File: src/rtl/calc_pkg.sv
// Shared constants for the calculator result path: phase codes, capture states, 7-seg glyphs.
package calc_pkg;

  // Sequence-counter values that carry the low and high result bytes
  localparam logic [2:0] PH_LO = 3'd6;
  localparam logic [2:0] PH_HI = 3'd0;

  typedef enum logic {
    WAIT_LO = 1'b0,
    WAIT_HI = 1'b1
  } cap_state_t;

  // Active-high {g,f,e,d,c,b,a}; index 0 is the rightmost entry
  localparam logic [15:0][6:0] SEG_TABLE = {
    7'h71,  // F
    7'h79,  // E
    7'h5E,  // d
    7'h39,  // C
    7'h7C,  // b
    7'h77,  // A
    7'h6F,  // 9
    7'h7F,  // 8
    7'h07,  // 7
    7'h7D,  // 6
    7'h6D,  // 5
    7'h66,  // 4
    7'h4F,  // 3
    7'h5B,  // 2
    7'h06,  // 1
    7'h3F   // 0
  };

endpackage

File: src/rtl/hex7seg.sv
// Combinational hex nibble to active-high 7-segment glyph.
module hex7seg
  import calc_pkg::*;
(
  input  logic [3:0] hex,
  output logic [6:0] seg
);

  assign seg = SEG_TABLE[hex];

endmodule

File: src/rtl/result_display.sv
// Captures the calculator's two-byte result off its phase-sequenced bus and
// multiplexes it onto a 4-digit 7-segment display with status on the decimal points.
module result_display
  import calc_pkg::*;
#(
  parameter int unsigned SCAN_DIV = 1000
) (
  input  logic        clk,
  input  logic        rst,
  input  logic [2:0]  phase_in,
  input  logic [7:0]  data_in,
  input  logic [4:0]  status_in,
  output logic [15:0] result,
  output logic [4:0]  status,
  output logic        result_valid,
  output logic        seq_err,
  output logic [6:0]  seg,
  output logic        dp,
  output logic [3:0]  dig_en
);

  localparam logic [15:0] DIV_LAST = 16'(SCAN_DIV - 1);

  cap_state_t  state, state_nx;
  logic [7:0]  lo_byte, lo_byte_nx;
  logic [4:0]  pend_status, pend_status_nx;
  logic [15:0] result_nx;
  logic [4:0]  status_nx;
  logic        result_valid_nx;
  logic        seq_err_nx;

  logic [15:0] div_cnt;
  logic [1:0]  dig_idx;
  logic [3:0]  nibble;

  // Capture FSM: state and committed outputs
  always_ff @(posedge clk) begin
    if (rst) begin
      state        <= WAIT_LO;
      lo_byte      <= '0;
      pend_status  <= '0;
      result       <= '0;
      status       <= '0;
      result_valid <= 1'b0;
      seq_err      <= 1'b0;
    end else begin
      state        <= state_nx;
      lo_byte      <= lo_byte_nx;
      pend_status  <= pend_status_nx;
      result       <= result_nx;
      status       <= status_nx;
      result_valid <= result_valid_nx;
      seq_err      <= seq_err_nx;
    end
  end

  always_comb begin
    state_nx        = state;
    lo_byte_nx      = lo_byte;
    pend_status_nx  = pend_status;
    result_nx       = result;
    status_nx       = status;
    result_valid_nx = 1'b0;
    seq_err_nx      = 1'b0;
    case (state)
      WAIT_LO: begin
        if (phase_in == PH_LO) begin
          lo_byte_nx     = data_in;
          pend_status_nx = status_in;
          state_nx       = WAIT_HI;
        end
      end
      WAIT_HI: begin
        if (phase_in == PH_HI) begin
          result_nx       = {data_in, lo_byte};
          status_nx       = pend_status;
          result_valid_nx = 1'b1;
          state_nx        = WAIT_LO;
        end else begin
          seq_err_nx = 1'b1;
          // A fresh low-byte phase restarts the capture in the same cycle as the abort
          if (phase_in == PH_LO) begin
            lo_byte_nx     = data_in;
            pend_status_nx = status_in;
            state_nx       = WAIT_HI;
          end else begin
            lo_byte_nx     = '0;
            pend_status_nx = '0;
            state_nx       = WAIT_LO;
          end
        end
      end
      default: state_nx = WAIT_LO;
    endcase
  end

  // Digit scan: dwell SCAN_DIV cycles per digit, then advance
  always_ff @(posedge clk) begin
    if (rst) begin
      div_cnt <= '0;
      dig_idx <= '0;
    end else if (div_cnt == DIV_LAST) begin
      div_cnt <= '0;
      dig_idx <= dig_idx + 2'd1;
    end else begin
      div_cnt <= div_cnt + 16'd1;
    end
  end

  // Display is driven only from committed registers, never from the input bus
  assign nibble = result[{dig_idx, 2'b00} +: 4];
  assign dig_en = 4'b0001 << dig_idx;
  assign dp     = status[4] | status[dig_idx];

  hex7seg u_hex7seg (
    .hex (nibble),
    .seg (seg)
  );

endmodule

File: config.mk
export PLATFORM = sky130hd
export DESIGN_NAME = result_display
export DESIGN_NICKNAME = d
export VERILOG_FILES = /design/src/rtl/calc_pkg.sv /design/src/rtl/hex7seg.sv /design/src/rtl/result_display.sv
export SDC_FILE = /design/constraint.sdc
export NUM_CORES = 1
export LEC_CHECK = 0
export ABC_AREA = 1
export BUFFER_PORTS_ARGS = -buffer_cell sky130_fd_sc_hd__clkbuf_2
export CAP_MARGIN = 20
export CORE_AREA = 5 5 97 99
export CTS_CLUSTER_SIZE = 10
export DETAILED_ROUTE_END_ITERATION = 16
export DIE_AREA = 0 0 102 104
export GPL_TIMING_DRIVEN = 1
export HOLD_SLACK_MARGIN = 0.05
export PLACE_DENSITY = 0.57
export SLEW_MARGIN = 5
export SYNTH_ARGS = -nofsm -noshare
export SYNTH_HDL_FRONTEND = slang
export SYNTH_SLANG_ARGS = --single-unit
File: constraint.sdc
create_clock -name clk -period 3.77 [get_ports clk]
set_clock_uncertainty 0.1 [all_clocks]
set_input_delay 0.377 -clock clk [delete_from_list [all_inputs] [get_ports clk]]
set_output_delay 0.377 -clock clk [all_outputs]
set_load 0.02 [all_outputs]
## Yosys cells after proc, flatten, opt, wreduce, memory -nomap -nowiden

Memories as Yosys holds them, arrays and structs flattened.
Cells that the tools add are included.

- Register bits after elaboration: 55
- Input bits: 18
- Logic and storage cells: 43
- Bits in read-only memories: 112
- Memories kept: 1

- Bitwise logic cells: 2
- Shift operators: 2
- Mux-type cells: 16
- Order comparisons: 2
- Reductions and logical operators: 5
- Add/subtract/negate cells: 2
- Equal/unequal tests: 4

Memory list:

| memory | depth | width | rd ports | clocked after memory_dff | wr ports | RTL line | source |
|---|---|---|---|---|---|---|---|
| (name not given) | 16 | 7 | 1 | 0 | 0 | hex7seg.sv:9 | `assign seg = SEG_TABLE[hex];` |

Operators with widths:

| kind | count |
|---|---|
| 8-bit 2-to-1 mux | 3 |
| 16-bit by 1-bit adder with 16-bit output (second input constant) | 1 |
| 16-bit by 10-bit == test with 1-bit output (second input constant) | 1 |
| 8-bit one-hot mux with 2 select lines | 1 |
| 16-bit by 5-bit variable part select with 4-bit output | 1 |
| 5-bit 2-to-1 mux | 3 |
| 5-bit one-hot mux with 2 select lines | 1 |
| 7-bit 2-to-1 mux | 1 |
| 4-bit by 5-bit < comparator with 1-bit output (second input constant) | 1 |
| 1-bit 2-to-1 mux | 5 |
| 2-bit by 4-bit < comparator with 1-bit output (second input constant) | 1 |
| 2-bit inequality test (second input constant) | 2 |
| 2-bit AND reduction | 2 |
| 2-bit OR reduction | 2 |
| 1-bit by 2-bit left shift with 4-bit output (first input constant) | 1 |
| 3-bit == test (second input constant) | 1 |
| 3-bit logical NOT | 1 |
| 2-bit by 1-bit adder with 2-bit output (second input constant) | 1 |
| 1-bit binary-select mux with 2-bit select | 1 |
| 1-bit one-hot mux with 2 select lines | 1 |
| 1-bit NOT | 1 |
| 1-bit bitwise OR | 1 |

## Logic depth before layout (Yosys ltp)

- Depth in word-level cells: 4
- Mapped depth: 13

## By module

Synthesis repeated with hierarchy kept, for this count alone.

- Cell total of the unflattened synthesis: 379
- Area total of the unflattened synthesis: 2,673.8 µm²

By module, submodules not included:

| module | cells each | instances | area each (µm²) |
|---|---|---|---|
| result_display | 327 | 1 | 2,403.6 |
| hex7seg | 52 | 1 | 270.3 |

## Worst setup path after synthesis

No wires, ideal clock.

- Kind: register to output
- Start: register dig_idx[0]
- End: output port seg[5]
- Path slack: 1.722 ns
- Arrival time: 1.571 ns
- Path buffers: 2
- Cell stages (with the launch flop): 13
- Data required time: 3.293 ns
- Cell sequence: dfxtp_1 -> buf_6 -> inv_6 -> buf_8 -> nand2_1 -> nand2_1 -> nand2_1 -> nand2_1 -> ha_1 -> nand3b_1 -> nand2_1 -> nand2_1 -> nand2_1

- Word-level cells in the longest chain between the ends: 3

Ends and longest elaborated chain:

| what | RTL line | source |
|---|---|---|
| from (decl) | result_display.sv:33 | `logic [1:0] dig_idx;` |
| from (signal assigned) | result_display.sv:104 | `dig_idx <= dig_idx + 2'd1;` |
| 16-bit by 5-bit variable part select with 4-bit output | result_display.sv:111 | `assign nibble = result[{dig_idx, 2'b00} +: 4];` |
| memory read 16 x 7 bit | n/a |  |
| 7-bit 2-to-1 mux (not written as such) | hex7seg.sv:9 |  |
| to (decl) | result_display.sv:17 | `output logic [6:0] seg,` |

No other way between the ends. The select of a mux whose other input is x is not followed.

## Worst setup path in the final report

Ends and elaborated chain as after synthesis.

==> tab_implementation.tex <==
\begin{tabular}{lr}
\hline
Metric & Value \\
\hline
\multicolumn{2}{l}{\textbf{Run status}} \\
Status & completed \\
\multicolumn{2}{l}{\textbf{Min path}} \\
Hold/Removal Path Class & in2reg \\
Min-delay src & status\_in[2] \\
Worst hold stages & 3 \\
Capture endpoint of the worst hold path & pend\_status[2] \\
\multicolumn{2}{l}{\textbf{Critical path}} \\
Worst-case register-to-register setup slack & 1.82 ns \\
Worst Setup End Kind & output port \\
Largest driver fanout on the critical path & 15 \\
Crit path top cell by count & sky130\_fd\_sc\_hd\_\_nand2\_1 \\
Data required time at the worst endpoint & approximately 3.3 ns \\
Cell with the biggest individual delay on the critical path & sky130\_fd\_sc\_hd\_\_dfxtp\_1 \\
Data arrival time of the critical path & 2.21 ns \\
Highest cell delay on the worst timing path & $\sim$0.66 ns \\
Register-to-Register Path Depth & 4 \\
CP Cell Sequence & inv\_6 > nand2\_1 > nand2\_1 > nand2\_1 > nand2\_1 > ha\_1 > nand3b\_1 > nand2\_1 > nand2\_1 > nand2\_1 > clkbuf\_2 \\
Path type of the worst setup path & reg2out \\
Origin of the critical flop-to-flop path & state \\
Startpoint Class & register \\
Endpoint of the worst-slack reg-to-reg timing path & lo\_byte[6] \\
\multicolumn{2}{l}{\textbf{Power}} \\
Switching part of the total power & 24.3\% \\
Internal power consumption & roughly 0.00074 W \\
Fraction of power consumed by the clock network & between 30\% and 40\% \\
Fraction of power consumed by sequential logic & around 61\% \\
Power Density & 305 nW/um\^{}2 \\
Part of the total power dissipated in combinational logic & about 4.5\% \\
Leakage power figure & approximately 1.4 nW \\
Switch Pwr & approximately 0.00024 W \\
Worst IR Drop VDD & around 160 uV \\
\multicolumn{2}{l}{\textbf{Drt}} \\
Total number of vias & between 2000 and 3000 \\
Count of TritonRoute iterations in the first routing pass & 4 \\
Detailed router's first-iteration violation count & 149 \\
Final antenna-violating net count & 0 \\
Drt via density & about 4.6 \\
Number of DRC violations after detailed routing & 0 \\
Total detailed-routing wirelength & 6.39 mm \\
Routed length per instance & 11.6 um \\
\multicolumn{2}{l}{\textbf{STA}} \\
Fin Setup TNS & 0 ns \\
Worst slew pin tran & between 0.6 and 0.7 ns \\
Setup repair after global routing missed its margin & no \\
Hold violation count in the final report & 0 \\
Slew Viols, Final & 0 \\
Final setup vio count & 0 \\
Worst max-slew margin expressed relative to the limit & 54.2\% \\
Post-layout minimum cycle time & 2.68 ns \\
Achievable Freq & $\sim$370 MHz \\
Tcrit/Tclk final & between 70\% and 80\% \\
Final hold slack & about 0.16 ns \\
\multicolumn{2}{l}{\textbf{Layout}} \\
Final layout net count & between 400 and 500 \\
Share of post-route cells with drive strength above 1 & approximately a fifth \\
Finished Cell Area & approximately 3200 sq um \\
Filler instances & 909 \\
Area growth from synthesis to layout & 12.9\% \\
ANT cells & 0 \\
Non-filler instance count after layout & between 500 and 600 \\
\multicolumn{2}{l}{\textbf{Placed design}} \\
Routability congestion estimate from global placement & a little over 0.8 \\
Post-detail-place hpwl & slightly below 5 mm \\
Number of placed cells counting well taps & 543 \\
Port bufs & 52 \\
Placement Cell Area & approximately 3100 sq um \\
\multicolumn{2}{l}{\textbf{Synthesis}} \\
Asr flop ratio synth & 0\% \\
Most instantiated cells after synthesis & 130 x sky130\_fd\_sc\_hd\_\_nand2\_1, 55 x sky130\_fd\_sc\_hd\_\_dfxtp\_1, 50 x sky130\_fd\_sc\_hd\_\_nand3\_1 \\
Xor and xnor area share after synthesis & between 1 and 1.5\% \\
Top\_reg\_cell synth & sky130\_fd\_sc\_hd\_\_dfxtp\_1 \\
Post-synth net total & 428 \\
Cell area after synthesis & around 2800 sq um \\
Library cell occupying the most area in the post-synthesis netlist & sky130\_fd\_sc\_hd\_\_dfxtp\_1 \\
Portion of synthesized cell area occupied by the leading cell type & 38.7\% \\
Mux share of post-synthesis cell area & 0\% \\
Portion of the post-synthesis area used by sequential elements & between 30\% and 40\% \\
Cell variety after synth & 31 \\
Number of cells produced by synthesis & about 400 \\
Register bit total from synthesis & 55 \\
Adder and majority cell fraction of the synthesized area & between 5 and 6\% \\
Main combinational cell family by area after synthesis & simple AND/OR/NAND/NOR gates \\
Yosys warning count & 0 \\
Post-synthesis simple-gate area fraction & around 38\% \\
Synthesized area per cell & about 7.1 sq um \\
Most common cell in the netlist & sky130\_fd\_sc\_hd\_\_nand2\_1 \\
Count of flip-flops with a built-in enable after synthesis & 0 \\
Top post-synthesis cells by area & sky130\_fd\_sc\_hd\_\_dfxtp\_1 39\%, sky130\_fd\_sc\_hd\_\_nand2\_1 17\%, sky130\_fd\_sc\_hd\_\_nand3\_1 8.8\%, sky130\_fd\_sc\_hd\_\_a21oi\_1 5.5\%, sky130\_fd\_sc\_hd\_\_ha\_1 5.3\% \\
Compound-cell area share of the yosys netlist & 8.62\% \\
\multicolumn{2}{l}{\textbf{GRT}} \\
Global Route Usage Sum & 12.8\% \\
Wire length of the first global-routing pass & around 11 mm \\
Congestion Overflow GR & 0 \\
Maximum number of pins on one net before global-route repair & 27 \\
Antenna violations before repair & 0 \\
Number of global-route vias before repair & about 2400 \\
\multicolumn{2}{l}{\textbf{CTS}} \\
CTS max path bufs & 2 \\
Number of buffers inserted by post-CTS setup repair & 0 \\
CTS tree & yes \\
Buffer type at the clock tree root & sky130\_fd\_sc\_hd\_\_clkbuf\_8 \\
Number of sinks on the clock net & 55 \\
Clock transition at the registers of the reported paths & about 0.11 ns \\
Hold bufs inserted after CTS & 0 \\
Resize count post-CTS & 0 \\
Latest clock arrival within the worst-skew pair & roughly 0.31 ns \\
Number of buffers created by CTS & 5 \\
CTS H-Tree Depth & 2 \\
\multicolumn{2}{l}{\textbf{Floorplanning}} \\
Initial core utilization & 33.6\% \\
Overall die width & 102 um \\
Die outline area & 10600 sq um \\
FP Rows & 34 \\
Height of the die & 104 um \\
\# IOs & 53 \\
Core outline area & between 8000 and 9000 sq um \\
\multicolumn{2}{l}{\textbf{Job}} \\
Total of max-cap violations & 0 \\
\hline
\end{tabular}
## layout by cell type (no fill, tap or decap), types with 2 or more instances in the layout
master,Yosys,final
sky130_fd_sc_hd__nor2_4,2,2
sky130_fd_sc_hd__ha_1,12,12
sky130_fd_sc_hd__xor2_1,3,3
sky130_fd_sc_hd__nand4_1,3,3
sky130_fd_sc_hd__nor2_2,11,11
sky130_fd_sc_hd__nand2_4,2,2
sky130_fd_sc_hd__o21ai_0,10,10
sky130_fd_sc_hd__nor2_1,24,24
sky130_fd_sc_hd__nor3_1,2,2
sky130_fd_sc_hd__dfxtp_1,55,55
sky130_fd_sc_hd__nand3_2,2,2
sky130_fd_sc_hd__clkbuf_8,0,5
sky130_fd_sc_hd__clkbuf_2,0,52
sky130_fd_sc_hd__o21bai_1,3,3
sky130_fd_sc_hd__inv_1,26,26
sky130_fd_sc_hd__nand2_1,130,130
sky130_fd_sc_hd__nand2_2,9,9
sky130_fd_sc_hd__inv_6,1,3
sky130_fd_sc_hd__nand3_1,50,50
sky130_fd_sc_hd__a21oi_1,31,31
## area by class of cell
class                           count  area (sq um)  area share, %
Clock buffer                        5          68.8           2.14
Clock inverter                      3          26.3          0.818
Inverter                           28           113           3.51
Multi-Input combinational cell    300          1510           46.9
Sequential cell                    55          1100           34.3
Tap cell                          108           135           4.21
Timing Repair Buffer               52           260           8.10
## flip-flops by register name, summed over array words and instances (netlist names)
| name | count |
|---|---|
| lo_byte | 8 |
| seq_err | 1 |
| div_cnt | 16 |
| result | 16 |
| pend_status | 5 |
| dig_idx | 2 |
| state | 1 |
| result_valid | 1 |
| status | 5 |
## routing by layer
metal / GRT usage [%] / up-vias / part of all wire (%)
met5: 0 / - / 0
met4: 3.66 / 0 / 1.6
met1: 18.5 / 1118 / 49
met3: 2.35 / 7 / 4.2
met2: 19.2 / 53 / 45
li1: - / 1365 / -
## worst max path at each step
stage / startpoint / end / slack (ns) / cells past startpoint
floorplan: dig_idx[0] / seg[5] / 1.72 / 12
CTS: dig_idx[0] / seg[3] / 1.05 / 11
global route: dig_idx[0] / seg[6] / 0.85 / 11
detailed placement: dig_idx[0] / seg[3] / 1.41 / 11
finish: dig_idx[0] / seg[5] / 1.09 / 11
global placement: dig_idx[0] / seg[6] / 1.41 / 11
## critical path: cells and delay by family (launching register included)
kind	cells	cell delay [ns]
adder cells (fa/ha/maj)	1	0.23
buffers and inverters	2	0.29
AND/OR/NAND/NOR	8	0.72
flip-flops	1	0.66
## kinds of logic after synthesis
group	count (synthesis)
buffers and inverters	43
AOI/OAI and AO/OA	46
and+or+nand+nor	238
xor gates and xnor gates	4
adders and majority gates	12
DFF	55
## per-stage QoR
| stage | utilization (%) | setup WS (ns) | power, W |
|---|---|---|---|
| global placement | 36.8 | 1.41 | 0.000653 |
| CTS | 37.9 | 1.05 | 0.000995 |
| detailed placement | 36.8 | 1.41 | 0.000654 |
| global route | 37.9 | 0.854 | 0.00103 |
| finish | 37.9 | 1.09 | 0.000978 |
| floorplan | - | 1.72 | 0.000640 |
## power by group through the flow
stage | sequential [W] | clock (W) | combinational (W)
2_1_floorplan | 0.000607 | 0 | 0.0000327
3_3_place_gp | 0.000609 | 0 | 0.0000444
3_5_place_dp | 0.000609 | 0 | 0.0000448
4_1_cts | 0.000596 | 0.000354 | 0.0000449
5_1_grt | 0.000598 | 0.000381 | 0.0000511
6_report | 0.000596 | 0.000338 | 0.0000442
No activity file was read; power rests on OpenSTA's default activity.
